<file path="src/rtl/otter_fetch_queue.sv">
`default_nettype none
// ============================================================================
// otter_fetch_queue: OTTER fetch PC, one-cycle imem interface and a decoupling
// queue of {pc, ir} feeding decode over a valid/ready handshake.
// Revision: 1.0
// ============================================================================
module otter_fetch_queue #(
  parameter int              XLEN      = 32,
  parameter int              QDEPTH    = 4,
  parameter logic [XLEN-1:0] RESET_VEC = '0
) (
  input  logic                         CLK,
  input  logic                         RST,
  output logic [XLEN-1:0]              imem_addr,
  output logic                         imem_rden,
  input  logic [31:0]                  imem_rdata,
  input  logic                         redirect,
  input  logic [XLEN-1:0]              redirect_pc,
  output logic                         de_valid,
  input  logic                         de_ready,
  output logic [31:0]                  de_ir,
  output logic [XLEN-1:0]              de_pc,
  output logic [XLEN-1:0]              de_pc_inc,
  output logic [$clog2(QDEPTH+1)-1:0]  count
);

  localparam int          PW    = $clog2(QDEPTH);
  localparam int          CW    = $clog2(QDEPTH+1);
  localparam logic [CW:0] QFULL = (CW+1)'(QDEPTH);
  localparam logic [31:0] NOP   = 32'h0000_0013;

  logic [XLEN-1:0] fetch_pc;
  logic [XLEN-1:0] inflight_pc;
  logic            inflight;
  logic [XLEN-1:0] q_pc [QDEPTH];
  logic [31:0]     q_ir [QDEPTH];
  logic [PW-1:0]   rd_ptr;
  logic [PW-1:0]   wr_ptr;
  logic [CW:0]     occupancy;
  logic            pop;
  logic            push;
  logic            issue;

  assign de_valid = (count != '0);
  assign pop      = de_valid & de_ready & ~redirect;
  assign push     = inflight;

  // Entries committed after this edge, counting the in-flight slot; issuing
  // only below QDEPTH keeps the queue from ever overflowing.
  assign occupancy = {1'b0, count} - {{CW{1'b0}}, pop} + {{CW{1'b0}}, inflight};
  assign issue     = ~RST & ~redirect & (occupancy < QFULL);

  assign imem_rden = issue;
  assign imem_addr = fetch_pc;

  assign de_ir     = de_valid ? q_ir[rd_ptr] : NOP;
  assign de_pc     = de_valid ? q_pc[rd_ptr] : '0;
  assign de_pc_inc = de_pc + XLEN'(4);

  always_ff @(posedge CLK) begin
    if (RST) begin
      fetch_pc    <= RESET_VEC;
      inflight    <= 1'b0;
      inflight_pc <= '0;
      rd_ptr      <= '0;
      wr_ptr      <= '0;
      count       <= '0;
    end else if (redirect) begin
      fetch_pc <= redirect_pc & ~XLEN'(3);
      inflight <= 1'b0;
      rd_ptr   <= '0;
      wr_ptr   <= '0;
      count    <= '0;
    end else begin
      inflight <= issue;
      if (issue) begin
        inflight_pc <= fetch_pc;
        fetch_pc    <= fetch_pc + XLEN'(4);
      end
      if (push) wr_ptr <= wr_ptr + PW'(1);
      if (pop)  rd_ptr <= rd_ptr + PW'(1);
      case ({push, pop})
        2'b10:   count <= count + CW'(1);
        2'b01:   count <= count - CW'(1);
        default: count <= count;
      endcase
    end
  end

  // Storage needs no reset; count gates visibility of every entry.
  always_ff @(posedge CLK) begin
    if (!RST && !redirect && push) begin
      q_pc[wr_ptr] <= inflight_pc;
      q_ir[wr_ptr] <= imem_rdata;
    end
  end

endmodule
`default_nettype wire

</file>
<file path="config.mk">
export PLATFORM = sky130hd
export DESIGN_NAME = otter_fetch_queue
export DESIGN_NICKNAME = d
export VERILOG_FILES = /design/src/rtl/otter_fetch_queue.sv
export SDC_FILE = /design/constraint.sdc
export NUM_CORES = 1
export LEC_CHECK = 0
export CELL_PAD_IN_SITES_DETAIL_PLACEMENT = 0
export CELL_PAD_IN_SITES_GLOBAL_PLACEMENT = 1
export CORE_MARGIN = 5
export CORE_UTILIZATION = 50
export CTS_BUF_LIST = sky130_fd_sc_hd__clkbuf_2 sky130_fd_sc_hd__clkbuf_4 sky130_fd_sc_hd__clkbuf_8
export DETAILED_ROUTE_END_ITERATION = 6
export GPL_TIMING_DRIVEN = 0
export PLACE_DENSITY = 0.91
export SYNTH_ARGS = -nofsm -noshare
export SYNTH_HDL_FRONTEND = slang
export SYNTH_SLANG_ARGS = --single-unit
export TNS_END_PERCENT = 50
</file>
<file path="constraint.sdc">
create_clock -name CLK -period 9.15 [get_ports CLK]
set_input_delay 1.83 -clock CLK [delete_from_list [all_inputs] [get_ports CLK]]
set_output_delay 1.83 -clock CLK [all_outputs]
set_load 0.05 [all_outputs]
</file>
Word-level counts from Yosys, hierarchy flattened
Memory sizes are Yosys's and may differ from the RTL's. A register that Yosys moved wholly into a read port is not among the register bits.
Index checks and enable logic that the tools add are counted.
{ "totals": {"regBits": 72, "ramBits": 256, "in_bits": 68, "out_inout_bits": 133, "elab_cells": 46, "n_memories": 2} }
{ "op_classes": {"n_addsub": 8, "magnitude_cmp": 1, "n_eq_ne": 2, "mux": 11, "n_bitwise": 6, "reduce_logical": 9} }
{ "memory_table": {"columns": ["name", "words", "width", "rd", "rd_clocked_by_memory_dff", "write_ports", "line_no", "rtl"], "rows": [
  ["q_ir", 4, 32, 1, 1, 1, "36", "logic [31:0] q_ir [QDEPTH];"],
  ["q_pc", 4, 32, 1, 1, 1, "35", "logic [XLEN-1:0] q_pc [QDEPTH];"]
]} }
{ "ops": {"columns": ["op", "n"], "rows": [
  ["$mux W32", 4],
  ["$add A32 B3 Y32 const B", 2],
  ["$mux W2", 4],
  ["$pmux W3 S2", 1],
  ["$add A2 B1 Y2 const B", 2],
  ["$add A4 B1 Y4", 1],
  ["$and A1 B1 Y1", 4],
  ["$lt A4 B3 Y1 const B", 1],
  ["$reduce_bool A2 Y1", 2],
  ["$sub A3 B1 Y4", 1],
  ["$add A3 B1 Y3 const B", 1],
  ["$reduce_bool A3 Y1", 1],
  ["$sub A3 B1 Y3 const B", 1],
  ["$eq A2 B1 Y1 const B", 1],
  ["$eq A2 B2 Y1 const B", 1],
  ["$logic_and A1 B1 Y1", 2],
  ["$logic_not A1 Y1", 2],
  ["$mux W1", 2],
  ["$not A1 Y1", 2],
  ["$reduce_and A2 Y1", 1],
  ["$reduce_or A2 Y1", 1]
]} }

Depth between registers and ports, before layout
{ "depth": {"word_depth": 9, "depth_mapped": 12, "depth_no_buf": 10} }

Worst setup path after synthesis
OpenSTA, ideal clock, no wires.
{ "synth_path": {"path_kind": "reg-to-output", "from": "register count[2]", "to": "output port de_pc_inc[26]", "t_arrival_ns": 5.004, "t_required_ns": 7.320, "setup_slack_ns": 2.316, "path_stages_with_launch": 13, "n_path_buf": 2, "path_cell_list": "dfxtp_1 -> nor3_1 -> inv_1 -> clkbuf_1 -> clkbuf_1 -> nand2_1 -> inv_1 -> ha_1 -> nand4_1 -> nor4_1 -> nand4_1 -> or3b_1 -> xnor2_1"} }
{ "synth_between": {"elab_chain_len": 3} }
{ "synth_rtl": {"columns": ["item", "line_no", "rtl"], "rows": [
  ["from (decl)", "24", "output logic [$clog2(QDEPTH+1)-1:0] count"],
  ["from (signal assigned)", "83", "2'b10: count <= count + CW'(1);"],
  ["from (signal assigned)", "84", "2'b01: count <= count - CW'(1);"],
  ["from (signal assigned)", "85", "default: count <= count;"],
  ["$reduce_bool A3 Y1", "44", "assign de_valid = (count != '0);"],
  ["via de_valid", "19", "output logic de_valid,"],
  ["$mux W32", "57", "assign de_pc = de_valid ? q_pc[rd_ptr] : '0;"],
  ["via de_pc[2]", "22", "output logic [XLEN-1:0] de_pc,"],
  ["$add A32 B3 Y32", "58", "assign de_pc_inc = de_pc + XLEN'(4);"],
  ["to (decl)", "23", "output logic [XLEN-1:0] de_pc_inc,"]
]} }
The timed path passes the listed nets, and every way through them passes these cells.

Worst setup path in the final report
{ "layout_path": {"from": "register count[2]", "to": "output port de_pc_inc[26]"} }
{ "layout_between": {"elab_chain_len": 3} }
{ "layout_rtl": {"columns": ["item", "line_no"], "rows": [
  ["$reduce_bool A3 Y1", "44"],
  ["$mux W32", "57"],
  ["$add A32 B3 Y32", "58"]
]} }
No other way between the ends.

==> reports/metrics.csv <==
stage,metric,value,unit
timing,count of pins over their slew limit,0,
finish,FF/Latch Area,8850,um2
clock_network,Clock Path Buffers,3,
global_routing,vias in the first global route,9375,
global_routing,first-pass GRT wire length,54300,um
floorplanning,Initial Util,50.8,%
clock_network,clk sink count,318,
detailed_routing,TritonRoute pass-1 iters,5,
detailed_routing,post-detailed-route count of antenna-violating nets,0,
yosys,Synth Warn #,0,
timing,fmax,139,MHz
yosys,Main synth FF type,edfxtp_1,
yosys,largest family of logic cells by synthesized area,simple AND/OR/NAND/NOR gates,
yosys,mean post-synth cell area,14.2,um2
detailed_routing,Post-Route WL,35600,um
global_routing,largest net degree at the start of global routing,40,
floorplanning,area of the core,27000,um2
timing,setup repair after global routing missed its margin,false,
clock_network,H-tree depth,2,
timing,Slew @ Worst Pin,1290,ps
timing,final worst slack,1950,ps
global_routing,Overall Global Routing Usage,22.7,%
timing,setup TNS,0,ps
yosys,"Cell Area, Synth",13700,um2
floorplanning,Die Area,30800,um2
worst_hold_path,Worst Hold Class,flip-flop to flip-flop,
yosys,post-synthesis simple-gate area fraction,12.3,%
yosys,Mapped Cells,967,
global_routing,antenna violations before repair,1,
timing,Final setup viols,0,
setup_path,Critical Path RT,7320,ps
floorplanning,io pins,201,
clock_network,setup repair bufs after CTS,0,
power_and_ir_drop,Leakage,0.00567,uW
floorplanning,# rows,60,
setup_path,Crit Path Class,flip-flop to primary output,
timing,Worst slew margin,13.0,%
placed_design,count of buffers from port buffering,190,
clock_network,Clock transition at path regs,60,ps
detailed_routing,DR WL/cell,22.3,um
finish,share of cells above drive strength 1,14.3,%
setup_path,"critical path fanouts, max",10,
floorplanning,die width,176,um
clock_network,post_cts resized,0,
yosys,Post-synth EDFFs,248,
timing,min Tclk post-route,7200,ps
finish,fillers,1964,
setup_path,CP arrival,5370,ps
setup_path,crit start category,flip-flop,
clock_network,CTS root buf,clkbuf_8,
yosys,Synth Area in Compound Gates,6.30,%
detailed_routing,Remaining DRCs,0,
detailed_routing,Initial DRC Count,816,
yosys,synth unique cells,57,
finish,n_diodes,0,
detailed_routing,Vias/cell,5.89,
placed_design,dpl hpwl,25700,um
finish,Finished Layout Cells,1595,
yosys,Seq cells post-synth,318,
yosys,sequential share of the synthesized area,64.6,%
timing,"Hold Vio Cnt, Final",0,
finish,# nets final,1295,
timing,Tcrit/Tclk final,78.7,%
outcome,status,completed,
run,max cap viols,0,
yosys,"FFs w/ async S/R, synth",0,%
placed_design,Placed Instances,1507,
clock_network,TritonCTS clock tree,built,
clock_network,CTS Buf Count,50,
yosys,Synth Area in Adders,0.877,%
worst_hold_path,hold path start,inflight_pc[27],
power_and_ir_drop,Max IR drop VDD,0.106,mV
setup_path,critical path capture point type,primary output,
clock_network,clk_lat worst skew,560,ps
detailed_routing,via count,9395,
timing,clock skew,12.3,ps
floorplanning,die height,176,um
setup_path,FF-to-FF Start,count[2],
placed_design,setup slack at placement,2260,ps
finish,Layout area overhead,24.9,%
yosys,Synth Area in XOR/XNOR,2.30,%
global_routing,global route overflow,0,
placed_design,GPL Wtd Cong,0.886,
power_and_ir_drop,pwr dens,175,nW/um2
clock_network,"Hold-fix buffers, CTS",0,
finish,Multi-input gate area,4450,um2
setup_path,origin of the worst setup path,count[2],
finish,fin util,63.5,%
yosys,mux share of post-synthesis cell area,10.4,%
-- area by class of cell --
| cell class | instances | area share [%] |
|---|---|---|
| multi-input combinational | 552 | 26.0 |
| clock buffer | 70 | 4.90 |
| sequential | 318 | 51.7 |
| clock inverter | 18 | 0.665 |
| inverter | 28 | 0.614 |
| buffer | 74 | 1.95 |
| timing repair buffer | 194 | 11.6 |
| tap | 341 | 2.49 |
-- power by group --
part           internal [uW]  switching (uW)
sequential              1570            27.4
combinational           90.5             159
clock                    619             524
-- cell usage after synthesis (25+ instances only) --
cell type,number,area (um2)
mux4_2,63,1420
a21oi_1,31,155
nand4_1,25,156
o21ai_0,40,200
nand2_1,37,139
dfxtp_1,70,1400
inv_1,27,101
edfxtp_1,248,7450
clkbuf_1,52,195
nor2_1,60,225
nand3_1,50,250
and2_1,54,338
-- metrics by stage --
stage	instance area, um2	total power, uW	hold WS (ps)
3_5_place_dp	16200	1880	484
2_1_floorplan	13700	1770	454
5_1_grt	17100	3100	521
3_3_place_gp	16000	1870	467
6_report	17100	2990	501
4_1_cts	17100	3010	498
-- final timing paths --
path,end,slack (ps),cells past startpoint
setup / recovery,de_pc_inc[26],1950,13
hold / removal,q_pc[2][27],500,0
setup reg to reg,imem_addr[5],4700,10
hold reg to reg,q_pc[2][27],500,0
-- worst max-delay path, stage by stage, from the launching register on --
cell and delay (ps):
dfxtp_1 460, nor3_1 260, inv_1 300, clkbuf_1 440, clkbuf_1 430, nand2_1 190, inv_1 110, ha_1 260
nand4_1 180, nor4_1 430, nand4_1 270, or3b_1 430, xnor2_1 210, clkdlybuf4s50_1 840
-- cell families (layout without fill, tap and decap cells) --
kind of cell,Yosys count,in the layout
other,1,6
buffers and inverters,102,384
XOR/XNOR,36,36
multiplexers,64,64
AO/OA/AOI/OAI,130,130
adder cells (fa/ha/maj),9,9
AND/OR/NAND/NOR,307,307
flip-flops,318,318
-- state kept, by name, indices dropped and copies added (netlist names), named ones only --
name and count:
inflight 1, inflight_pc 30, q_pc 120, q_ir 128
rd_ptr 2, wr_ptr 2, count 3, imem_addr 30
-- placed cells by master (no fill, tap or decap), types with 16 or more instances in the layout --
cell type | netlist | routed
a21oi_1 | 31 | 31
a311oi_1 | 19 | 19
and2_1 | 54 | 54
clkbuf_1 | 52 | 52
clkbuf_4 | 0 | 20
clkbuf_8 | 0 | 50
clkdlybuf4s50_1 | 0 | 190
dfxtp_1 | 70 | 70
edfxtp_1 | 248 | 248
inv_1 | 27 | 27
mux4_2 | 63 | 63
nand2_1 | 37 | 37
nand3_1 | 50 | 50
nand4_1 | 25 | 25
nor2_1 | 60 | 60
o21ai_0 | 40 | 40
xnor2_1 | 20 | 20
xor2_1 | 16 | 16
-- routing by layer --
layer	global-route usage (%)	routed length, um	vias to the layer above
li1	-	-	4251
met1	31.8	14600	4573
met2	35.5	16400	500
met3	5.49	3500	69
met4	7.28	974	2
met5	0	7	-
No activity file was read; power rests on OpenSTA's default activity.
